## config.mk

```make
export PLATFORM = sky130hd
export DESIGN_NAME = dc_narrow
export DESIGN_NICKNAME = d
export VERILOG_FILES = /design/src/rtl/dc_pkg.sv /design/src/rtl/dc_narrow.sv
export SDC_FILE = /design/constraint.sdc
export NUM_CORES = 1
export LEC_CHECK = 0
export ABC_AREA = 1
export CORE_ASPECT_RATIO = 0.9
export CORE_UTILIZATION = 40
export CTS_BUF_LIST = sky130_fd_sc_hd__clkbuf_4
export DETAILED_ROUTE_END_ITERATION = 12
export PLACE_DENSITY = 0.7
export SLEW_MARGIN = 5
export SYNTH_ARGS = -nofsm -noshare
export SYNTH_HDL_FRONTEND = slang
export SYNTH_SLANG_ARGS = --single-unit
```

## constraint.sdc

```tcl
create_clock -name clk -period 3 [get_ports clk]
set_clock_uncertainty 0.2 [all_clocks]
set_input_delay 0.6 -clock clk [delete_from_list [all_inputs] [get_ports clk]]
set_output_delay 0.6 -clock clk [all_outputs]
set_load 0.01 [all_outputs]
```

## src/rtl/dc_pkg.sv

```systemverilog
// dc_pkg: shared default widths and log2 helper for the width-narrowing converter
package dc_pkg;

   localparam int DC_IN_W  = 32;
   localparam int DC_RATIO = 2;

   // Smallest r with 2**r >= v, evaluated at elaboration for lane-pointer widths
   function automatic int dc_log2(input int v);
      int r;
      r = 0;
      for (int i = 0; i < 31; i++)
         if ((1 << i) < v) r = i + 1;
      return r;
   endfunction

endpackage

```

## src/rtl/dc_narrow.sv

```systemverilog
// dc_narrow: splits one wide slave word into up to RATIO narrow master lanes, one lane per cycle
module dc_narrow
   import dc_pkg::*;
#(
   parameter int IN_W      = DC_IN_W,
   parameter int RATIO     = DC_RATIO,
   parameter bit LSB_FIRST = 1'b1,
   localparam int OUT_W    = IN_W / RATIO,
   localparam int LW       = dc_log2(RATIO)
) (
   input  logic             clk,
   input  logic             rst_n,
   input  logic [IN_W-1:0]  s_data_i,
   input  logic [LW-1:0]    s_lanes_i,
   input  logic             s_sof,
   input  logic             s_eof,
   input  logic             s_vld_i,
   output logic             s_rdy_o,
   output logic [OUT_W-1:0] m_data_o,
   output logic             m_sof,
   output logic             m_eof,
   output logic             m_vld_o,
   input  logic             m_rdy_i
);

   logic [IN_W-1:0]  data_q, data_d;
   logic             sof_q, sof_d, eof_q, eof_d, full_q, full_d;
   logic [LW-1:0]    last_q, last_d, ptr_q, ptr_d;
   logic             at_last, accept;
   logic [OUT_W-1:0] lane [RATIO];

   assign at_last = ptr_q == last_q;
   // A new word may enter only when the hold register is empty or its final lane leaves this cycle
   assign s_rdy_o = !full_q | (m_rdy_i & at_last);
   assign accept  = s_vld_i & s_rdy_o;

   // Lane g of the presentation order maps to a fixed slice of the held word
   for (genvar g = 0; g < RATIO; g++) begin : g_lane
      assign lane[g] = data_q[(LSB_FIRST ? g : RATIO - 1 - g) * OUT_W +: OUT_W];
   end

   assign m_vld_o  = full_q;
   assign m_data_o = lane[ptr_q];
   assign m_sof    = full_q & (ptr_q == '0) & sof_q;
   assign m_eof    = full_q & at_last & eof_q;

   // Next state: a load wins over the final-lane drain so consecutive words flow without a bubble
   always_comb begin
      data_d = data_q;
      sof_d  = sof_q;
      eof_d  = eof_q;
      last_d = last_q;
      ptr_d  = ptr_q;
      full_d = full_q;
      if (accept) begin
         data_d = s_data_i;
         sof_d  = s_sof;
         eof_d  = s_eof;
         last_d = s_lanes_i;
         ptr_d  = '0;
         full_d = 1'b1;
      end else if (full_q & m_rdy_i) begin
         ptr_d  = at_last ? ptr_q : ptr_q + 1'b1;
         full_d = !at_last;
      end
   end

   // State registers; reset drops any partially sent word
   always_ff @(posedge clk or negedge rst_n) begin
      if (!rst_n) begin
         data_q <= '0;
         sof_q  <= 1'b0;
         eof_q  <= 1'b0;
         last_q <= '0;
         ptr_q  <= '0;
         full_q <= 1'b0;
      end else begin
         data_q <= data_d;
         sof_q  <= sof_d;
         eof_q  <= eof_d;
         last_q <= last_d;
         ptr_q  <= ptr_d;
         full_q <= full_d;
      end
   end

endmodule
```

==> results.ini <==
[run_status]
outcome=complete, no violations

[sta]
final.setup.worst_slack_ns=0.181
setup_viol_count_final=0
fin_crit_sh_pct=94.0
tightest_slew_ns=0.835
finalHoldViolCount=0
relSlewSlack_pct=44.4
rsz0062_at_grt=false
report.final.slew_viol_count=0
fin_crit_ns=2.82
max_freq_mhz=355
setup_tns_ns=0

[pwr]
power_leakage_nw=1.27
power_density_nw_per_um2=987
power.total_mw=2.54
vdd_ir_drop_max_mv=0.437

[floorplanning]
dieArea_um2=5140
core-area_um2=4550
die_height_um=68.1
io_pins=59
rows=23
initial_core_util_pct=42.7
die_w_um=75.4

[route]
drtAntennaViolNets=0
vias=1570
wire_per_inst_um=12.5
initialDrtViolationCount=69
viasPerCell=4.63
drtPass1Iterations=4
drt-total-wl_um=4240
drc=0

[clocking]
cts_tree=yes
numCtsBuffers=5
clk_pin_slew_ns=0.12
cts.root.buffer_cell=clkbuf_4
cts_sinks=37
cts_resized=0
clock_latency_ns=0.34
clockBufferDepth=2
cts_hold_buf=0
htree_num_levels=2
postCtsSetupRepairBufs=0

[min_path]
hold_path_class=in2async

[setup_path]
critPathCaptureType=primary output
required_ns=2.20
crit_type=reg2out
worstSetupStartpointType=register
arrival_ns=2.02
crit_fanout=18

[grt]
use_met3_pct=5.15
grt_max_degree=38
use_met2_pct=31.5
grt_pass1_vias=1539
grt_pass1_wl_um=7100
grt_overflow=0
antenna_found_initial=0
busiest_layer=met2
grt.total_usage_pct=18.8
use_met1_pct=24.0

[finish]
antenna_cells=0
syn2layout_area_growth_pct=32.4
final_area_um2=2570
n_fill_cell=451
drive_gt1_share_pct=17.3
nets=315

[placement]
pre_cts_slack_ns=0.310
placed_cell_area_um2=2470
dpl.hpwl_um=2710
gp_routability_congestion=0.766
io_buffers=58

[yosys]
seq_area_frac_synth_pct=47.7
synth.avg_cell_area_um2=8.75
yosysWarnings=0
synth_cells=222
syn_area_um2=1940
synth_cell_types=15
syn_nets=261
ys_ff_latch=37

[run]
maxCapViolCount=0

## synthesized netlist by cell type
cell         n  area, um2
nand3_2     28        280
nand2_1    125        469
o211ai_1     1       7.51
nor2_1       2       7.51
buf_4        7       52.6
buf_2        1       5.00
o2111ai_1    1       8.76
clkbuf_1     2       7.51
inv_2        2       7.51
nand3_4      1       17.5
inv_1        1       3.75
nand2_4      3       33.8
nand3_1      7       35.0
dfrtp_1     37        926
buf_12       4       80.1
## power breakdown
group / switching, mW / internal (mW) / total (mW)
combinational: 0.650 / 0.572 / 1.22
clock: 0.171 / 0.258 / 0.429
sequential: 0.154 / 0.733 / 0.887
total: 0.976 / 1.56 / 2.54
## sequential cells by signal, indices dropped and copies added (netlist names)
name	count
data_q	32
eof_q	1
last_q	1
m_vld_o	1
ptr_q	1
sof_q	1
## layout by cell type (no fill, tap or decap), types with 3 or more instances in the layout
cell type / n
nand2_1: 125
nand3_2: 28
buf_4: 3
dfrtp_1: 36
clkbuf_4: 5
clkdlybuf4s50_1: 56
nand3_1: 7
nand2_4: 3
## worst paths after layout
check / from / end / slack, ns / cells after the start
max reg2reg: ptr_q / data_q[8] / 0.61 / 8
max: ptr_q / s_rdy_o / 0.18 / 5
min: rst_n / data_q[2] / 0.15 / 1
min in group clk: data_q[15] / data_q[15] / 0.28 / 2
min reg2reg: data_q[15] / data_q[15] / 0.28 / 2
max in group asynchronous: rst_n / ptr_q / 1.89 / 1
## layer usage
metal	up-vias	part of all wire, %
li1	801	-
met1	717	46
met2	48	48
met3	4	5.6
met4	0	0.73
met5	-	0
## through the flow
stage / std cells / utilization, % / hold WS (ns)
after floorplan: 222 / - / 0.104
after global placement: 331 / 54.3 / 0.255
after detailed placement: 331 / 54.3 / 0.259
after CTS: 339 / 56.5 / 0.155
after global routing: 339 / 56.5 / 0.183
final: 339 / 56.5 / 0.148
## logic make-up (layout without fill, tap and decap cells)
logic type	after synthesis	in the layout	synth area share [%]
AND/OR/NAND/NOR	166	166	43.4
flip-flops	37	37	47.7
buffers and inverters	17	72	8.05
AO/OA/AOI/OAI	2	2	0.838
## layout make-up
cell class | count | area (um2) | area share [%]
repair buffers | 61 | 593 | 23.1
multi-input cells | 168 | 860 | 33.4
flip-flops and latches | 37 | 927 | 36.1
clock buffers | 5 | 37.5 | 1.46
inverters | 3 | 11.3 | 0.438
clock inverters | 3 | 65.1 | 2.53
well taps | 62 | 77.6 | 3.02
## worst max-delay path, cell delays in order, from the launching register on
cell and delay (ns):
dfrtp_2 0.51, inv_2 0.30, nand2_1 0.17, nand3_4 0.12, nand2_4 0.04, clkdlybuf4s50_1 0.53
Power figures use the tool's default switching activity.
